===== config.mk =====
export PLATFORM = sky130hd
export DESIGN_NAME = present_masked_round_ctrl
export DESIGN_NICKNAME = d
export VERILOG_FILES = /design/src/rtl/present_masked_pkg.sv /design/src/rtl/present_player.sv /design/src/rtl/present_masked_round_ctrl.sv
export SDC_FILE = /design/constraint.sdc
export NUM_CORES = 1
export LEC_CHECK = 0
export CAP_MARGIN = 0
export CELL_PAD_IN_SITES_DETAIL_PLACEMENT = 0
export CELL_PAD_IN_SITES_GLOBAL_PLACEMENT = 1
export CORE_MARGIN = 2
export CORE_UTILIZATION = 49
export CTS_CLUSTER_DIAMETER = 40
export DETAILED_ROUTE_END_ITERATION = 16
export DONT_BUFFER_PORTS = 1
export PLACE_DENSITY = 0.86
export SYNTH_ARGS = -nofsm -noshare
export SYNTH_HDL_FRONTEND = slang
export SYNTH_HIERARCHICAL = 1
export SYNTH_SLANG_ARGS = --single-unit

===== constraint.sdc =====
create_clock -name clk -period 18.3 [get_ports clk]
set_input_delay 2.745 -clock clk [delete_from_list [all_inputs] [get_ports clk]]
set_output_delay 2.745 -clock clk [all_outputs]
set_load 0.01 [all_outputs]

===== src/rtl/present_masked_pkg.sv =====
// Shared FSM type, constants and pLayer index map for the masked PRESENT round controller.
package present_masked_pkg;
  typedef enum logic [2:0] {
    ST_IDLE,
    ST_ADD,
    ST_SBOX,
    ST_PERM,
    ST_FINAL,
    ST_DONE
  } state_e;

  localparam int NIBBLES = 16;

  // Destination of source bit i in the PRESENT bit permutation.
  function automatic int perm_idx(input int i);
    return (i == 63) ? 63 : (16 * i) % 63;
  endfunction
endpackage


===== src/rtl/present_player.sv =====
// Combinational PRESENT bit permutation for one 64-bit share (wiring only).
module present_player
  import present_masked_pkg::*;
(
  input  logic [63:0] d_i,
  output logic [63:0] q_o
);
  for (genvar gi = 0; gi < 64; gi++) begin : g_bit
    assign q_o[perm_idx(gi)] = d_i[gi];
  end
endmodule


===== src/rtl/present_masked_round_ctrl.sv =====
// Nibble-serial two-share PRESENT round engine; the external masked S-box must return
// sb_y SBOX_LAT-1 cycles after sb_x changes, so the sb_x flop counts as its first stage.
module present_masked_round_ctrl
  import present_masked_pkg::*;
#(
  parameter int SBOX_LAT = 3,
  parameter int ROUNDS   = 31
) (
  input  logic        clk,
  input  logic        rst,
  input  logic        start,
  input  logic [63:0] pt_s0,
  input  logic [63:0] pt_s1,
  input  logic [63:0] rk_s0,
  input  logic [63:0] rk_s1,
  output logic [4:0]  round_idx,
  output logic [3:0]  sb_x_s0,
  output logic [3:0]  sb_x_s1,
  input  logic [3:0]  sb_y_s0,
  input  logic [3:0]  sb_y_s1,
  output logic        busy,
  output logic        done,
  output logic [63:0] ct_s0,
  output logic [63:0] ct_s1
);
  localparam int SBOX_CYC = NIBBLES + SBOX_LAT;
  localparam int CW       = $clog2(SBOX_CYC);

  state_e      state_q, state_d;
  logic [CW-1:0] cnt_q, cnt_d;
  logic [4:0]  round_q, round_d;
  logic [63:0] st0_q, st0_d, st1_q, st1_d;
  logic [63:0] buf0_q, buf0_d, buf1_q, buf1_d;
  logic [63:0] ct0_q, ct0_d, ct1_q, ct1_d;
  logic [3:0]  sbx0_q, sbx0_d, sbx1_q, sbx1_d;
  logic        busy_q, busy_d, done_q, done_d;
  logic [63:0] perm0, perm1;
  logic        issue, capture;
  logic [3:0]  iss, cap;

  present_player u_player_s0 (.d_i(buf0_q), .q_o(perm0));
  present_player u_player_s1 (.d_i(buf1_q), .q_o(perm1));

  // One counter drives both the issue index and the delayed capture index.
  assign issue   = (state_q == ST_SBOX) && (cnt_q < CW'(NIBBLES));
  assign capture = (state_q == ST_SBOX) && (cnt_q >= CW'(SBOX_LAT));
  assign iss     = cnt_q[3:0];
  assign cap     = 4'(cnt_q - CW'(SBOX_LAT));

  always_ff @(posedge clk or posedge rst) begin
    if (rst) begin
      state_q <= ST_IDLE;
      cnt_q   <= '0;
      round_q <= '0;
      st0_q   <= '0;
      st1_q   <= '0;
      buf0_q  <= '0;
      buf1_q  <= '0;
      ct0_q   <= '0;
      ct1_q   <= '0;
      sbx0_q  <= '0;
      sbx1_q  <= '0;
      busy_q  <= 1'b0;
      done_q  <= 1'b0;
    end else begin
      state_q <= state_d;
      cnt_q   <= cnt_d;
      round_q <= round_d;
      st0_q   <= st0_d;
      st1_q   <= st1_d;
      buf0_q  <= buf0_d;
      buf1_q  <= buf1_d;
      ct0_q   <= ct0_d;
      ct1_q   <= ct1_d;
      sbx0_q  <= sbx0_d;
      sbx1_q  <= sbx1_d;
      busy_q  <= busy_d;
      done_q  <= done_d;
    end
  end

  always_comb begin
    state_d = state_q;
    cnt_d   = cnt_q;
    round_d = round_q;
    st0_d   = st0_q;
    st1_d   = st1_q;
    buf0_d  = buf0_q;
    buf1_d  = buf1_q;
    ct0_d   = ct0_q;
    ct1_d   = ct1_q;
    sbx0_d  = '0;
    sbx1_d  = '0;
    busy_d  = busy_q;
    done_d  = 1'b0;

    if (issue) begin
      sbx0_d = st0_q[{iss, 2'b00} +: 4];
      sbx1_d = st1_q[{iss, 2'b00} +: 4];
    end
    // Captures land in the buffer so nibbles still waiting to issue stay intact.
    if (capture) begin
      buf0_d[{cap, 2'b00} +: 4] = sb_y_s0;
      buf1_d[{cap, 2'b00} +: 4] = sb_y_s1;
    end

    case (state_q)
      ST_IDLE: begin
        if (start) begin
          st0_d   = pt_s0;
          st1_d   = pt_s1;
          round_d = '0;
          busy_d  = 1'b1;
          state_d = ST_ADD;
        end
      end
      ST_ADD: begin
        st0_d   = st0_q ^ rk_s0;
        st1_d   = st1_q ^ rk_s1;
        cnt_d   = '0;
        state_d = ST_SBOX;
      end
      ST_SBOX: begin
        if (cnt_q == CW'(SBOX_CYC - 1)) begin
          cnt_d   = '0;
          state_d = ST_PERM;
        end else begin
          cnt_d = cnt_q + CW'(1);
        end
      end
      ST_PERM: begin
        st0_d   = perm0;
        st1_d   = perm1;
        round_d = round_q + 5'd1;
        state_d = (round_q == 5'(ROUNDS - 1)) ? ST_FINAL : ST_ADD;
      end
      ST_FINAL: begin
        st0_d   = st0_q ^ rk_s0;
        st1_d   = st1_q ^ rk_s1;
        ct0_d   = st0_q ^ rk_s0;
        ct1_d   = st1_q ^ rk_s1;
        state_d = ST_DONE;
      end
      ST_DONE: begin
        done_d  = 1'b1;
        busy_d  = 1'b0;
        state_d = ST_IDLE;
      end
      default: state_d = ST_IDLE;
    endcase
  end

  assign round_idx = round_q;
  assign sb_x_s0   = sbx0_q;
  assign sb_x_s1   = sbx1_q;
  assign busy      = busy_q;
  assign done      = done_q;
  assign ct_s0     = ct0_q;
  assign ct_s1     = ct1_q;
endmodule


==> key figures, run 1 <==
Finish
  – Reg area: approximately 10000 sq um
  – Post-Layout Cell Count: 2407
  – Finished Core Util: 0.5340
  – Area Growth Syn to Fin: 7.540%
  – Layout cells sized above 1: 0.1543
  – Nets: 2094
  – Fillers: approximately 3.5k
  – Area taken by multi-input logic gates: 8666 sq um

Worst setup path
  – Reg2Reg Depth: 9
  – Critical Path RT: between 15 and 20 ns
  – Crit. End Element: flop
  – Crit-path max FO: 45
  – Startpoint types: flop
  – CP Class: flop to flop
  – CP arrival: about 5 ns

Timing
  – Rel. slew slack: 0.2287
  – Skew final: ~0.024 ns
  – Max Slew Vio Count: 0
  – Final setup fails: 0
  – Final Hold Fails: 0
  – Minimum clock period: between 4 and 5 ns
  – Slew @ Worst Pin: 1.157 ns
  – RSZ-0062 raised after global routing: false
  – F_max: roughly 220 MHz
  – Setup TNS: 0 ns
  – Final period util: 0.2437

Run
  – Max cap viols: 0

Synth
  – Synth Area per Inst: between 10 and 15 sq um
  – Ranking of synthesized cells by area: dfrtp_1 (50%), nand2_1 (8.3%), mux2_2 (5.1%)
  – Syn_nets: around 2.3k
  – Number of flops mapped to enable cells by yosys: 0
  – Yosys top cell area share: 0.5023
  – Synth Warn #: 6
  – Most instantiated library cell after synthesis: nand2_1
  – Synth Flop Type: dfrtp_1
  – Synthesized flop and latch total: 407
  – Count of different cell masters after synthesis: 43
  – Synthesized instance count: roughly 2k
  – Post-synthesis sequential area ratio: 0.5023
  – Asr flop ratio synth: 1.000
  – Yosys top cell by area: dfrtp_1
  – Most instantiated cells after synthesis: nand2_1 (451), dfrtp_1 (407), nor2_1 (139), buf_4 (129), xor2_1 (106)
  – Post-Syn Area: roughly 20000 sq um

Power
  – Pleak: approximately 9.5 nW
  – Net Sw Frac: 0.3994
  – Internal power: around 2.4 mW
  – Sw power: roughly 1.6 mW
  – Pwr Density: between 150 and 200 nW/um^2
  – Clock Power Share: 0.288
  – Comb pwr share: 0.354
  – Reg power frac: 0.358
  – Worst IR Drop VDD: 0.0001481 V

Floorplanning
  – Row count: 74
  – I/O Pins: 410
  – Die H: roughly 210 microns
  – Core area: a little over 40000 sq um
  – Die Footprint: ~43000 sq um
  – Chip width: about 210 microns
  – Starting density of the core: 0.4966

Clocking
  – Clk buf depth: 3
  – CTS Sinks: between 400 and 500
  – Hold-fix buffers at CTS: 0
  – Clk_lat worst skew: around 0.63 ns
  – H-tree levels: 2
  – Root buffer cell: clkbuf_16
  – Post-CTS Setup Repair Bufs: 0
  – Number of CTS-inserted buffers: 60
  – Clk pin slew, worst setup/hold paths: around 0.06 ns
  – TritonCTS clock tree: yes
  – Post_cts resized: 0

Outcome
  – Status: finished, final reports clean

Placement
  – Hpwl dp: 40740 microns
  – Placed Instances: 2291
  – Placer Congestion: between 0.8 and 0.9
  – IO Port Bufs: 0

Routing
  – Antenna-violating nets left: 0
  – Initial DRC count: approximately 1.3k
  – WL final: between 60000 and 70000 microns
  – Via density: between 6 and 7
  – Residual DRC count: 0
  – Via count: about 15k
  – DR WL/cell: around 26 microns
  – Drt first pass iters: 7

Global route
  – Vias in the first global route: ~15k
  – All-layer global routing usage: 0.2852
  – Antenna violations before repair: 3
  – Largest net degree at the start of global routing: 257
  – First-pass GRT wire length: just over 90000 microns
  – Gr ovfl total: 0

Hold path
  – Hold Crit Depth: 1
  – Worst hold path class: flop to flop
## layout by cell type (no fill, tap or decap), types with 12 or more instances in the layout
cell type	netlist	routed
clkinv_2	0	12
clkbuf_16	0	61
xnor2_1	28	27
buf_4	129	14
nor2_1	139	134
mux2_1	29	29
inv_1	17	16
nand2_1	451	451
mux4_2	40	40
and2_1	16	16
dfrtp_1	407	405
mux2_2	91	91
o21ai_0	48	48
a22oi_1	102	102
a21oi_1	30	30
nor3_1	31	31
xor2_1	106	105
a31oi_1	105	105
nand3_1	13	12
a221oi_1	26	26
## path summary, 6_finish.rpt
kind	from	endpoint	slack, ns
worst max-delay path	cnt_q[0]	buf0_q[19]	13.84
worst min-delay path	buf1_q[55]	buf1_q[55]	0.49
worst max register to register	cnt_q[0]	buf0_q[19]	13.84
worst min register to register	buf1_q[55]	buf1_q[55]	0.49
max in group asynchronous	rst	buf0_q[19]	13.86
min in group asynchronous	rst	ct_s0[25]	2.09
## critical path, cell delays in order, from the launching register on
cell     delay (ns)
dfrtp_4        0.52
buf_4          0.68
inv_1          0.17
ha_1           0.52
nor2b_1        0.17
o21ai_1        0.08
a21oi_2        0.29
xor2_4         0.67
and3_1         0.78
mux2_2         0.41
## metrics by stage
stage | hold WS, ns | cell area (sq um) | power, mW | setup WS (ns)
3_3_place_gp | 0.4741 | 19740 | 2.831 | 13.21
3_5_place_dp | 0.4792 | 19740 | 2.883 | 13.14
5_1_grt | 0.5030 | 21800 | 4.267 | 13.48
2_1_floorplan | 0.4594 | 20280 | 2.531 | 4.232
4_1_cts | 0.4921 | 21800 | 4.054 | 13.79
6_report | 0.4903 | 21810 | 4.045 | 13.84
## flip-flops by register name (all words and copies together), names as in the netlist
name / cells
done: 1
buf1_q: 64
st0_q: 64
sb_x_s0: 4
busy: 1
round_idx: 5
ct_s1: 64
st1_q: 64
ct_s0: 64
cnt_q: 5
buf0_q: 64
state_q: 3
sb_x_s1: 4
## cells by family after synthesis
group,share of synthesized area
compound gates,0.1048
buf+inv,0.07429
mux,0.1111
xor+xnor,0.05924
simple gates,0.1446
flops,0.5023
fa+ha+maj,0.003702
## power groups by stage
stage,combinational [mW],clock (mW),sequential (mW)
after floorplan,1.20,0,1.33
after CTS,1.43,1.18,1.44
final,1.43,1.17,1.45
after global routing,1.57,1.22,1.48
after detailed placement,1.43,0,1.46
after global placement,1.38,0,1.45
## metal layers
layer / vias to the layer above / global-route usage / share of wire
met4: 2 / 0.09581 / 0.032
met5: - / 0 / 0.00029
li1: 6442 / - / -
met3: 120 / 0.06823 / 0.076
met1: 7403 / 0.3923 / 0.43
met2: 637 / 0.4460 / 0.46
## final cells by class
type,count,share of cell area
clock buffers,71,0.07356
flip-flops and latches,407,0.4673
well taps,532,0.03053
diodes,2,0.0002295
inverters,17,0.003271
clock inverters,43,0.02106
multi-input cells,1319,0.3974
repair buffers,16,0.006656
Power figures use the tool's default switching activity.
==> run 2, diff against run 1 <==
--- a/config.mk
+++ b/config.mk
@@ -9,11 +9,11 @@
 export CELL_PAD_IN_SITES_DETAIL_PLACEMENT = 0
 export CELL_PAD_IN_SITES_GLOBAL_PLACEMENT = 1
 export CORE_MARGIN = 2
-export CORE_UTILIZATION = 49
+export CORE_UTILIZATION = 45
 export CTS_CLUSTER_DIAMETER = 40
 export DETAILED_ROUTE_END_ITERATION = 16
 export DONT_BUFFER_PORTS = 1
-export PLACE_DENSITY = 0.86
+export PLACE_DENSITY = 0.84
 export SYNTH_ARGS = -nofsm -noshare
 export SYNTH_HDL_FRONTEND = slang
 export SYNTH_HIERARCHICAL = 1
==> constraint.sdc (replaced) <==
create_clock -name clk -period 3.98 [get_ports clk]
set_input_delay 0.597 -clock clk [delete_from_list [all_inputs] [get_ports clk]]
set_output_delay 0.597 -clock clk [all_outputs]
set_load 0.01 [all_outputs]
==> key figures, run 2 (same netlist as run 1, synthesis figures left out) <==
Outcome
  – Status: finished, final reports clean

Timing
  – Minimum clock period: approximately 3.3 ns
  – Skew final: ~0.025 ns
  – Final setup fails: 0
  – Slew @ Worst Pin: ~1.1 ns
  – Max Slew Vio Count: 0
  – Final period util: 0.8218
  – RSZ-0062 raised after global routing: false
  – F_max: just over 300 MHz
  – Rel. slew slack: 0.2908
  – Final Hold Fails: 0

Finish
  – Design Area, Final: approximately 22000 sq um
  – Nets: ~2.1k
  – Commonest cells after routing, fill and taps aside: nand2_1 (451), dfrtp_1 (405), nor2_1 (134)
  – Area Growth Syn to Fin: 10.07%
  – Post-Layout Cell Count: between 2k and 2.5k
  – Commonest non-fill, non-tap cell in the layout: nand2_1
  – Layout cells sized above 1: 0.1635

Floorplanning
  – Core area: 44320 sq um
  – Starting density of the core: 0.4575
  – Chip width: 216.3 microns
  – Die H: between 200 and 250 microns
  – I/O Pins: approximately 400
  – Row count: 77
  – Die Footprint: 46770 sq um

Worst setup path
  – Crit path capture: buf0_q[36]
  – Reg2reg start: cnt_q[0]
  – CP arrival: roughly 3.7 ns
  – Reg2Reg Depth: 8
  – Crit-path max FO: 11
  – Crit. End Element: flop
  – Startpoint types: flop
  – Critical Path RT: 4.44 ns
  – R2r setup slk: a little over 0.7 ns
  – Crit Reg-Reg Endpoint: buf0_q[36]
  – Critical path startpoint: cnt_q[0]
  – CP Class: flop to flop

Routing
  – Antenna-violating nets left: 0
  – Initial DRC count: about 1.5k
  – DR WL/cell: between 20 and 30 microns
  – Drt first pass iters: 5
  – Via density: a little under 6
  – Via count: ~15k
  – Residual DRC count: 0
  – WL final: 65470 microns

Clocking
  – Post-CTS Setup Repair Bufs: 0
  – Hold-fix buffers at CTS: 1
  – Number of CTS-inserted buffers: between 60 and 70
  – Clk buf depth: 3
  – Post_cts resized: 0
  – TritonCTS clock tree: yes
  – CTS Sinks: a little over 400
  – Clk_lat worst skew: roughly 0.60 ns
  – Clk pin slew, worst setup/hold paths: 0.06 ns
  – Root buffer cell: clkbuf_16
  – H-tree levels: 3

Placement
  – Placer Congestion: between 0.8 and 0.9
  – IO Port Bufs: 0
  – Placed cell area: between 15000 and 20000 sq um
  – Placed Instances: about 2.4k
  – Hpwl dp: roughly 46000 microns

Global route
  – Antenna violations before repair: 7
  – Gr ovfl total: 0
  – Largest net degree at the start of global routing: 143
  – First-pass GRT wire length: 97490 microns
  – All-layer global routing usage: 0.2798
  – Vias in the first global route: around 15k

Power
  – Pleak: just under 10 nW
  – Pwr Density: approximately 870 nW/um^2
  – Worst IR Drop VDD: about 0.00081 V

Hold path
  – Worst hold path class: input pin to flop

Run
  – Max cap viols: 0
-- run 2: cell types whose count changed in the layout (fill, tap and decap cells not counted), sizes merged --
cell,delta
diode,+3
buf,+9
clkbuf,+7
inv,+5
bufinv,+1
clkinv,-6
dlygate4sd3,+1
-- run 2: how the worst min path moves through the flow --
stage | start | to | depth (start not counted)
CTS | sb_y_s0[2] | buf0_q[34] | 1
global route | sb_y_s1[1] | buf1_q[33] | 1
detailed placement | buf0_q[34] | buf0_q[34] | 1
finish | sb_y_s1[3] | buf1_q[35] | 1
floorplan | buf0_q[52] | buf0_q[52] | 1
global placement | buf1_q[55] | buf1_q[55] | 1
-- run 2: power by group --
group	total [mW]	switching (mW)	internal [mW]
Clock	5.97	2.21	3.76
Combinational	6.66	4.05	2.61
Sequential	6.80	1.43	5.37
-- run 2: critical path, stage by stage (launching register included) --
cell and delay, ns:
dfrtp_4 0.56, inv_1 0.12, ha_1 0.42, nor2b_1 0.15, o21ai_1 0.10, a21oi_2 0.29
xor2_4 0.18, nor2_2 0.88, mux2_2 0.43
-- run 2: layout make-up --
type,count,area [sq um]
clock inverter,43,478.0
timing repair buffer,26,322.8
multi-input combinational,1319,8666
antenna,5,12.51
inverter,17,67.56
fill,3996,22000
sequential,407,10190
clock buffer,78,1842
tap,592,740.7
-- run 2: per-layer routing --
metal	up-vias	track usage	wire length, microns
li1	6461	-	-
met1	7503	0.3699	27130
met2	648	0.4341	30600
met3	124	0.07958	5392
met4	4	0.1153	2327
met5	-	0	22
-- run 2: per-stage QoR --
step                      utilization  hold slack (ns)  TNS, ns  setup slack, ns  total power [mW]
after floorplan                     -           0.4594  -854.98           -2.101             11.64
after global placement         0.4508           0.4764        0           0.8645             13.22
after detailed placement       0.4508           0.4854        0           0.8222             13.41
after CTS                      0.5033           0.1106        0           0.7723             19.46
after global routing           0.5034           0.1313        0           0.6548             20.44
final                          0.5036           0.1369        0           0.7090             19.43
